$ cat config.mk
export PLATFORM = sky130hd
export DESIGN_NAME = td4_sequencer
export DESIGN_NICKNAME = d
export VERILOG_FILES = /design/src/rtl/td4_sequencer.sv
export SDC_FILE = /design/constraint.sdc
export NUM_CORES = 1
export LEC_CHECK = 0
export CORE_MARGIN = 2
export CORE_UTILIZATION = 28
export DETAILED_ROUTE_END_ITERATION = 10
export PLACE_DENSITY_LB_ADDON = 0.2
export SLEW_MARGIN = 30
export SYNTH_ARGS = -nofsm -noshare
export SYNTH_HDL_FRONTEND = slang
export SYNTH_SLANG_ARGS = --single-unit
$ cat constraint.sdc
create_clock -name CLK -period 1.45 [get_ports CLK]
set_input_delay 0.29 -clock CLK [delete_from_list [all_inputs] [get_ports CLK]]
set_output_delay 0.29 -clock CLK [all_outputs]
set_load 0.1 [all_outputs]
$ cat src/rtl/td4_sequencer.sv
// TD4 control stage: program counter, carry flag, instruction decode and
// run/halt/single-step control feeding the A/B/OUT register stages.
module td4_sequencer #(
    parameter int unsigned RESET_RUN   = 1,
    parameter int unsigned SYNC_STAGES = 2
) (
    input  logic       CLK,
    input  logic       RST,
    input  logic       RUN_REQ,
    input  logic       STEP,
    input  logic [7:0] ROM_DATA,
    input  logic       ALU_CARRY,
    output logic [3:0] PC_ADDR,
    output logic [3:0] IMM,
    output logic       nA_OUT,
    output logic       nB_OUT,
    output logic       nIN_OUT,
    output logic       nA_ST,
    output logic       nB_ST,
    output logic       nOUT_ST,
    output logic       C_FLAG,
    output logic       RUNNING,
    output logic       EXEC
);

    localparam int unsigned STAGES   = (SYNC_STAGES < 2) ? 2 : SYNC_STAGES;
    localparam logic        RUN_INIT = (RESET_RUN != 0);

    typedef enum logic {
        ST_HALT = 1'b0,
        ST_RUN  = 1'b1
    } state_e;

    state_e              state_q, state_d;
    logic [3:0]          pc_q, pc_d;
    logic                c_flag_q, c_flag_d;
    logic [STAGES-1:0]   run_sync_q, run_sync_d;
    logic [STAGES-1:0]   step_sync_q, step_sync_d;
    logic                step_prev_q, step_prev_d;

    logic                run_synced;
    logic                step_synced;
    logic                step_pulse;
    logic                exec;
    logic [3:0]          opcode;
    logic [3:0]          imm;

    assign opcode      = ROM_DATA[7:4];
    assign imm         = ROM_DATA[3:0];
    assign run_synced  = run_sync_q[STAGES-1];
    assign step_synced = step_sync_q[STAGES-1];

    // The RUN_REQ chain resets to the reset state's own run level, so the
    // block does not bounce through HALT while the chain refills after reset.
    always_ff @(posedge CLK or negedge RST) begin
        if (!RST) begin
            state_q     <= RUN_INIT ? ST_RUN : ST_HALT;
            pc_q        <= '0;
            c_flag_q    <= 1'b0;
            run_sync_q  <= {STAGES{RUN_INIT}};
            step_sync_q <= '0;
            step_prev_q <= 1'b0;
        end else begin
            state_q     <= state_d;
            pc_q        <= pc_d;
            c_flag_q    <= c_flag_d;
            run_sync_q  <= run_sync_d;
            step_sync_q <= step_sync_d;
            step_prev_q <= step_prev_d;
        end
    end

    always_comb begin
        run_sync_d  = {run_sync_q[STAGES-2:0], RUN_REQ};
        step_sync_d = {step_sync_q[STAGES-2:0], STEP};
        step_prev_d = step_synced;
        step_pulse  = (state_q == ST_HALT) && step_synced && !step_prev_q;
        exec        = RST && ((state_q == ST_RUN) || step_pulse);
        state_d     = run_synced ? ST_RUN : ST_HALT;

        pc_d     = pc_q;
        c_flag_d = c_flag_q;
        if (exec) begin
            c_flag_d = ALU_CARRY;
            if (opcode == 4'b1111 || (opcode == 4'b1110 && !c_flag_q)) begin
                pc_d = imm;
            end else begin
                pc_d = pc_q + 4'd1;
            end
        end
    end

    always_comb begin
        nA_OUT  = 1'b1;
        nB_OUT  = 1'b1;
        nIN_OUT = 1'b1;
        nA_ST   = 1'b1;
        nB_ST   = 1'b1;
        nOUT_ST = 1'b1;
        if (exec) begin
            unique case (opcode)
                4'b0000: begin nA_OUT  = 1'b0; nA_ST   = 1'b0; end
                4'b0101: begin nB_OUT  = 1'b0; nB_ST   = 1'b0; end
                4'b0011: begin                 nA_ST   = 1'b0; end
                4'b0111: begin                 nB_ST   = 1'b0; end
                4'b0001: begin nB_OUT  = 1'b0; nA_ST   = 1'b0; end
                4'b0100: begin nA_OUT  = 1'b0; nB_ST   = 1'b0; end
                4'b0010: begin nIN_OUT = 1'b0; nA_ST   = 1'b0; end
                4'b0110: begin nIN_OUT = 1'b0; nB_ST   = 1'b0; end
                4'b1001: begin nB_OUT  = 1'b0; nOUT_ST = 1'b0; end
                4'b1011: begin                 nOUT_ST = 1'b0; end
                default: begin end
            endcase
        end
    end

    assign PC_ADDR = pc_q;
    assign IMM     = imm;
    assign C_FLAG  = c_flag_q;
    assign RUNNING = (state_q == ST_RUN);
    assign EXEC    = exec;

endmodule
=== Word-level counts from Yosys, hierarchy flattened ===
Index checks and enable logic that the tools add are counted.

* Add/subtract/negate cells: 1
* Eq/ne operators: 11
* Mux-type cells: 14
* Bitwise operators: 1
* Reduce and logical (&&, ||, !) cells: 15

{| class="wikitable"
|+ Operators by type and width
! kind !! count
|-
| 4-bit by 3-bit equality test with 1-bit output, second input constant || 4
|-
| 4-bit equality test, second input constant || 4
|-
| 1-bit two-way mux || 13
|-
| 4-bit by 2-bit equality test with 1-bit output, second input constant || 2
|-
| 4-bit OR reduction || 2
|-
| 2-bit OR reduction || 3
|-
| 4-bit by 1-bit adder with 4-bit output, second input constant || 1
|-
| 4-bit by 1-bit equality test with 1-bit output, second input constant || 1
|-
| 1-bit logical AND || 4
|-
| 4-bit logical NOT || 1
|-
| 4-bit two-way mux || 1
|-
| 3-bit OR reduction || 1
|-
| 1-bit logical NOT || 2
|-
| 1-bit logical OR || 2
|-
| 1-bit inverter || 1
|}

* Register bits: 11
* Bits of input ports: 13
* Output and inout bits: 17
* Word-level logic and storage cells: 48

=== Depth between registers and ports, before layout ===
Gate-level depths: netlist of the first run.

* Word-level depth: 6
* Gate-level depth with buffers: 6
* Gate-level depth less buffers: 5

=== Worst setup path before layout of the first run ===
OpenSTA, ideal clock, no wires.

* Path kind: register -> output
* From: register state_q, in the netlist RUNNING
* To: output port nOUT_ST
* Arrival: 2,900 ps
* Required time: 1,160 ps
* Slack: -1,740 ps
* Stages on the path, launching flop included: 5
* Buffers on the path: 1
* Path through: dfstp_2 > o21ai_4 > buf_6 > inv_1 > nand4b_1

* Cells in the longest elaborated chain, start to end: 6

{| class="wikitable"
|+ RTL lines
! item !! line !! source
|-
| start: declaration || 34 || <nowiki>state_e state_q, state_d;</nowiki>
|-
| start signal: assignment || 57 || <nowiki>state_q <= RUN_INIT ? ST_RUN : ST_HALT;</nowiki>
|-
| start signal: assignment || 64 || <nowiki>state_q <= state_d;</nowiki>
|-
| 1-bit inverter || 77 || <nowiki>step_pulse = (state_q == ST_HALT) && step_synced && !step_prev_q;</nowiki>
|-
| 1-bit logical AND (2 in a row) || 77 ||
|-
| 1-bit logical OR * || 78 || <nowiki>exec = RST && ((state_q == ST_RUN) || step_pulse);</nowiki>
|-
| 1-bit logical AND * || 78 ||
|-
| named net EXEC || 23 || <nowiki>output logic EXEC</nowiki>
|-
| 1-bit two-way mux * || 100 || <nowiki>if (exec) begin</nowiki>
|-
| end: declaration || 20 || <nowiki>output logic nOUT_ST,</nowiki>
|}

Mark *: on every way through the listed nets, which the timed path passes. The rest lies on a longest branch.

=== Worst setup path in the final report of the first run ===
* From: register state_q, in the netlist RUNNING
* To: output port nA_OUT

* Cells in the longest elaborated chain, start to end: 6

{| class="wikitable"
|+ RTL lines
! item !! line !! source
|-
| 1-bit inverter || 77 ||
|-
| 1-bit logical AND (2 in a row) || 77 ||
|-
| 1-bit logical OR * || 78 ||
|-
| 1-bit logical AND * || 78 ||
|-
| 1-bit two-way mux * || 100 ||
|-
| end: declaration || 15 || <nowiki>output logic nA_OUT,</nowiki>
|}

Mark *: on every way between the ends. The rest lies on a longest branch, timed or not.

==> results of run 1 <==
worst max path at each step:
stage,from,end,slack [ns],depth (start not counted)
6_report,RUNNING$_DFF_PN1_,nA_OUT,-0.43,3
5_1_grt,RUNNING$_DFF_PN1_,nA_OUT,-0.47,3
4_1_cts,RUNNING$_DFF_PN1_,nA_OUT,-0.43,3
3_5_place_dp,RST,nA_OUT,-0.53,4
3_3_place_gp,RST,nA_OUT,-0.52,4
2_1_floorplan,RUNNING$_DFF_PN1_,nOUT_ST,-1.22,4
per-stage QoR:
stage	utilization, %	hold WS [ns]	total power [mW]	instance area [um2]	setup WS [ns]
after floorplan	-	-0.005591	1.035	583.1	-1.219
after global placement	58.59	0.3332	1.427	1126	-0.5186
after detailed placement	58.59	0.3441	1.439	1126	-0.5303
after CTS	63.67	0.3581	1.693	1224	-0.4302
after global routing	66.80	0.3636	1.787	1284	-0.4717
final	66.80	0.3561	1.708	1284	-0.4299
area by class of cell:
class | count | area, um2 | area share [%]
Inverter | 4 | 18.77 | 1.462
Clock buffer | 3 | 22.52 | 1.754
Clock inverter | 1 | 5.005 | 0.3899
Tap cell | 27 | 33.78 | 2.632
Timing Repair Buffer | 46 | 631.9 | 49.22
Sequential cell | 11 | 290.3 | 22.61
Multi-Input combinational cell | 29 | 281.5 | 21.93
synth_stat cells, types with 2 or more instances:
master / number / area [um2]
dfrtp_1: 8 / 200.2
buf_4: 4 / 30.03
inv_1: 4 / 15.01
nand2_1: 4 / 15.01
a21oi_1: 3 / 15.01
dfstp_2: 3 / 78.83
mux2i_1: 3 / 30.03
nor2_1: 3 / 11.26
nand3_1: 2 / 10.01
o21ai_0: 2 / 10.01
state kept, by name (all words and copies together), names as in the netlist:
register	flops
C_FLAG	1
PC_ADDR	4
RUNNING	1
run_sync_q	2
step_prev_q	1
step_sync_q	2
worst register-to-register path: cells and delay by family, from the launching register on:
family | cells | cell delay (ns)
AO/OA/AOI/OAI | 2 | 0.40
buffers and inverters | 3 | 0.37
flip-flops | 1 | 0.63
per-layer routing:
metal,wire (um),vias to the layer above,part of all wire (%)
met5,0,-,0
met4,19,0,1.2
met3,105,2,6.9
met2,741,25,49
met1,659,257,43
li1,-,259,-
power by group through the flow:
| stage | clock network [mW] | logic, mW | registers, mW |
|---|---|---|---|
| detailed placement | 0 | 0.965 | 0.473 |
| global route | 0.241 | 1.06 | 0.487 |
| global placement | 0 | 0.957 | 0.470 |
| finish | 0.212 | 1.02 | 0.473 |
| CTS | 0.222 | 0.998 | 0.472 |
| floorplan | 0 | 0.218 | 0.817 |
what timing repair did:
item	in CTS	in global routing
setup endpoints to repair	8	13
buffers inserted	4	1
pin swaps	1	2
gates resized for setup	11	15
kinds of logic (layout without fill, tap and decap cells):
| group | Yosys count | count (layout) | share of synthesized area [%] |
|---|---|---|---|
| buffers and inverters | 9 | 54 | 10.04 |
| AND/OR/NAND/NOR | 15 | 15 | 16.07 |
| AO/OA/AOI/OAI | 10 | 10 | 16.52 |
| adder cells (fa/ha/maj) | 1 | 1 | 2.232 |
| flip-flops | 11 | 11 | 49.78 |
| multiplexers | 3 | 3 | 5.357 |
placed cells by master (no fill, tap or decap), types with 2 or more instances in the layout:
master	count
inv_1	2
mux2i_1	2
nand2_1	2
dfstp_2	2
clkdlybuf4s50_1	11
buf_4	6
dfrtp_2	3
clkbuf_4	3
buf_12	17
buf_6	11
dfrtp_1	4
o21ai_1	2
==> impl_results.md, run 1 <==
- Routed WL per cell: 12.60 um
- Area delta synth->final: 129.0%
- GRT met1 Usage: 15.69%
- Synthesized cell area: 560.5 um2
- Max Clock Skew: 0.004567 ns
- Row count: 16
- FF-to-FF path depth: 5
- TritonCTS clock tree: yes
- Vias per inst: 4.488
- Gate power share: 59.9%
- Post-synth cell types: 23
- Yosys warning count: 0
- Slew headroom: 80.02%
- Worst hold stages: 0
- Core Region: 1922 um2
- Failing checks: negative setup slack
- Die width: 48.74 um
- First-pass GRT wire length: 2.553 mm
- Grt ovf: 0
- EDFF count, synth: 0
- Placed cells: 112
- Cts bufs inserted: 3
- Pint: 880.5 uW
- Ys async rst share: 100.0%
- Layout Cells excl Fill: 121
- Seq/Total Area, Yosys: 49.78%
- RSZ-0062 raised after global routing: true
- Delay-heaviest family, CP: flip-flops
- Reg2reg end: PC_ADDR[0]$_DFFE_PN0P_
- Initial antenna violation count: 0
- Port Buf Inserts: 29
- Startpoint type of the worst setup path: flop
- Max-Cap Viols: 0
- Routability congestion estimate: 0.6976
- Buf+Inv Stages, Crit Path: 1
- Path type of the worst min-delay path: reg2reg
- CTS Sinks: 11
- Static Leak: 0.5567 nW
- Die Y-Extent: 48.74 um
- Reg2reg start: RUNNING$_DFF_PN1_
- Starting Density: 29.17%
- Layout cells sized above 1: 64.89%
- CP endpoint kind: output port
- DRT iter0 DRCs: 2
- Worst-path clk slew: 0.07 ns
- Final Worst Setup Slack: -0.4299 ns
- F_max: 531.9 MHz
- Via total after detailed routing: 543
- Total iterations of the first detailed-routing run: 2
- Mapped Cells: 49
- Number of diodes: 0
- Net Sw Frac: 48.45%
- Yosys reg bits: 11
- Number of global-route vias before repair: 571
- Worst-skew pair later-pin latency: 0.28 ns
- Hold_sp: run_sync_q[0]$_DFF_PN1_
- Fin crit share: 129.6%
- # hold bufs at CTS: 0
- Crit-path max cell delay: 0.63 ns
- Gr usage total: 14.17%
- Worst Tran Pin Value: 0.2996 ns
- Largest net degree at the start of global routing: 12
- Clock share of power: 12.4%
- Fin crit period: 1.880 ns
- Syn Area/Cell: 11.44 um2
- CP max stage cell: dfstp_4
- Routed Antenna Nets: 0
- Syn Nets: 63
- Final-stage net count: 109
- Final hold vios: 0
- Arrival @ worst endpoint: 1.59 ns
- Met2 usage in global routing: 24.66%
- Post-synth top flop: dfrtp_1
- Grt met3 use: 4.012%
- H-tree depth: 1
- Worst setup path category: reg2out
- Req. time, crit path: 1.16 ns
- Status: finished, violations left
- CP max FO: 3
- Hold endpoint: run_sync_q[1]$_DFF_PN1_
- Peak VDD IR: 1097 uV
- HPWL after detailed placement: 1.092 mm
- Reg2reg setup slack: -0.06 ns
- Post-route DRC: 0
- Die Footprint: 2376 um2
- Critical-path cell list: o21ai_4 > or4_4 > buf_12
- Max Slew Vio Count: 0
- Power Density: 1330 nW/um2
- P_sw: 827.4 uW
- Flop pwr share: 27.7%
- Clock buffer depth: 2
- # setup viols final: 9
- Most used routing layer: met2
- # fillers: 146
- DRT Wirelength: 1.525 mm
- IO Count: 30
- Final setup TNS: -2.653 ns
- Root Buffer: clkbuf_4
Note: power is estimated with default switching activity, not from simulation.
==> run 2: changes to the inputs <==
- CORE_MARGIN: 2 -> not set
==> impl_results.md, run 2 (synthesis results as in run 1) <==
- Layout cells sized above 1: 60.22% (-4.7 points)
- Layout Cells excl Fill: 118 (-2.5%)
- Root Buffer: clkbuf_4
- Vias per inst: 4.525 (+0.84%)
- Slew headroom: 81.39% (+1.4 points)
- Core Region: 1802 um2 (-6.2%)
- Final Worst Setup Slack: -0.4247 ns (+0.005175 ns)
- Placed cells: 109 (-2.7%)
- Max-Cap Viols: 0 (unchanged)
- Power Density: 1349 nW/um2 (+1.4%)
- DRT iter0 DRCs: 7 (+5)
- Routed WL per cell: 12.49 um (-0.89%)
- CTS Sinks: 11 (unchanged)
- # fillers: 135 (-7.5%)
- F_max: 533.4 MHz (+0.28%)
- Gr usage total: 15.08% (+0.90 points)
- Worst Tran Pin Value: 0.2791 ns (-0.02056 ns)
- Worst-path clk slew: 0.07 ns (about the same)
- Post-route DRC: 0 (unchanged)
- Req. time, crit path: 1.16 ns (about the same)
- Clock buffer depth: 2 (unchanged)
- Final-stage net count: 108 (-0.92%)
- Commonest non-fill, non-tap cell in the layout: buf_12
- Max Slew Vio Count: 0 (unchanged)
- Grt ovf: 0 (unchanged)
- # setup viols final: 8 (-1)
- Initial antenna violation count: 0 (unchanged)
- Status: finished, violations left
- Startpoint type of the worst setup path: flop
- Starting Density: 31.11% (+1.9 points)
- Failing checks: negative setup slack
- Max Clock Skew: 0.005115 ns (+0.0005480 ns)
- # hold bufs at CTS: 0 (unchanged)
- Peak VDD IR: 1163 uV (+6.1%)
- Dpl ws: -0.5616 ns (-0.03130 ns)
- Tot Pwr: 1.666 mW (-2.5%)
- Die Footprint: 2185 um2 (-8.0%)
- Routed Antenna Nets: 0 (unchanged)
- Die Y-Extent: 46.74 um (-4.1%)
- H-tree depth: 1 (unchanged)
- IO Count: 30 (unchanged)
- Arrival @ worst endpoint: 1.58 ns (about the same)
- Final hold vios: 0 (unchanged)
- CP endpoint kind: output port
- Fin crit share: 129.3% (-0.36 points)
- Worst-skew pair later-pin latency: 0.27 ns (about the same)
- HPWL after detailed placement: 1.114 mm (+1.9%)
- Fin crit period: 1.875 ns (-0.005175 ns)
- RSZ-0062 raised after global routing: true
- First-pass GRT wire length: 2.249 mm (-12%)
- Commonest cells after routing, fill and taps aside: 17 x buf_12, 11 x clkdlybuf4s50_1, 9 x buf_4, 7 x buf_6, 4 x dfrtp_1
- Cts bufs inserted: 3 (unchanged)
- Port Buf Inserts: 29 (unchanged)
- CP max FO: 3 (unchanged)
- Worst setup path category: reg2out
- Area delta synth->final: 120.3%
- Final instance area: 1235 um2 (-3.8%)
- Area occupied by registers: 290.3 um2 (unchanged)
- Routability congestion estimate: 0.8203 (+18%)
- Area post-placement: 1116 um2 (-0.89%)
- Die width: 46.74 um (-4.1%)
- Via total after detailed routing: 534 (-1.7%)
- DRT Wirelength: 1.474 mm (-3.3%)
- WHS: 0.3497 ns (-0.006390 ns)
- Area of the multi-input gates: 257.7 um2 (-8.4%)
- Number of diodes: 0 (unchanged)
- Total iterations of the first detailed-routing run: 4 (+2)
- Row count: 15 (-1)
- Largest net degree at the start of global routing: 12 (unchanged)
- Static Leak: 0.5508 nW (-1.1%)
- TritonCTS clock tree: yes
- Max FFs per register: 4 (unchanged)
- Number of global-route vias before repair: 512 (-10%)
- Path type of the worst min-delay path: reg2reg
-- run 2: worst paths after layout --
kind                                     startpoint                  endpoint  slack, ns  cells past startpoint
setup / recovery                  RUNNING$_DFF_PN1_                    nA_OUT      -0.42                      3
hold / removal             step_sync_q[0]$_DFF_PN0_  step_sync_q[1]$_DFF_PN0_       0.35                      0
setup reg to reg                  RUNNING$_DFF_PN1_    PC_ADDR[0]$_DFFE_PN0P_          0                      4
hold reg to reg            step_sync_q[0]$_DFF_PN0_  step_sync_q[1]$_DFF_PN0_       0.35                      0
max in group asynchronous                       RST   run_sync_q[0]$_DFF_PN1_       0.78                      2
min in group asynchronous                       RST    PC_ADDR[2]$_DFFE_PN0P_       0.44                      2
-- run 2: repair_timing --
item                                    in CTS  in global routing
endpoints found under the hold margin        0                  0
resized for setup                           10                  7
endpoints found under the setup margin       8                 12
pin swaps                                    1                  1
buffers inserted                             3                  2
-- run 2: final cells by class --
cell class	instances	share of cell area, %
clock buffer	3	1.824
clock inverter	1	0.4053
inverter	4	1.520
multi-input combinational	29	20.87
sequential	11	23.51
tap	25	2.533
timing repair buffer	45	49.34
-- run 2: through the flow --
step | setup TNS, ns | util (%)
floorplan | -5.176 | -
global placement | -3.600 | 61.94
detailed placement | -3.882 | 61.94
CTS | -2.583 | 66.60
global route | -3.124 | 68.54
finish | -2.536 | 68.54
-- run 2: worst max-delay path: stages (launching register included) --
cell and delay, ns:
dfstp_4 0.63, o21ai_4 0.07, or4_4 0.44, buf_12 0.18
-- run 2: routing by layer --
metal,routed length (um),part of all wire [%],vias to the layer above,track usage (%)
met5,0,0,-,0
met4,29,2.0,0,10.86
met3,91,6.2,4,1.538
met2,742,50,24,24.72
met1,610,41,249,18.45
li1,-,-,257,-
-- run 2: report_power, final --
part | internal, mW | total, mW | switching [mW]
logic | 0.381 | 0.994 | 0.614
registers | 0.379 | 0.466 | 0.0863
clock network | 0.102 | 0.206 | 0.104
total | 0.862 | 1.67 | 0.804
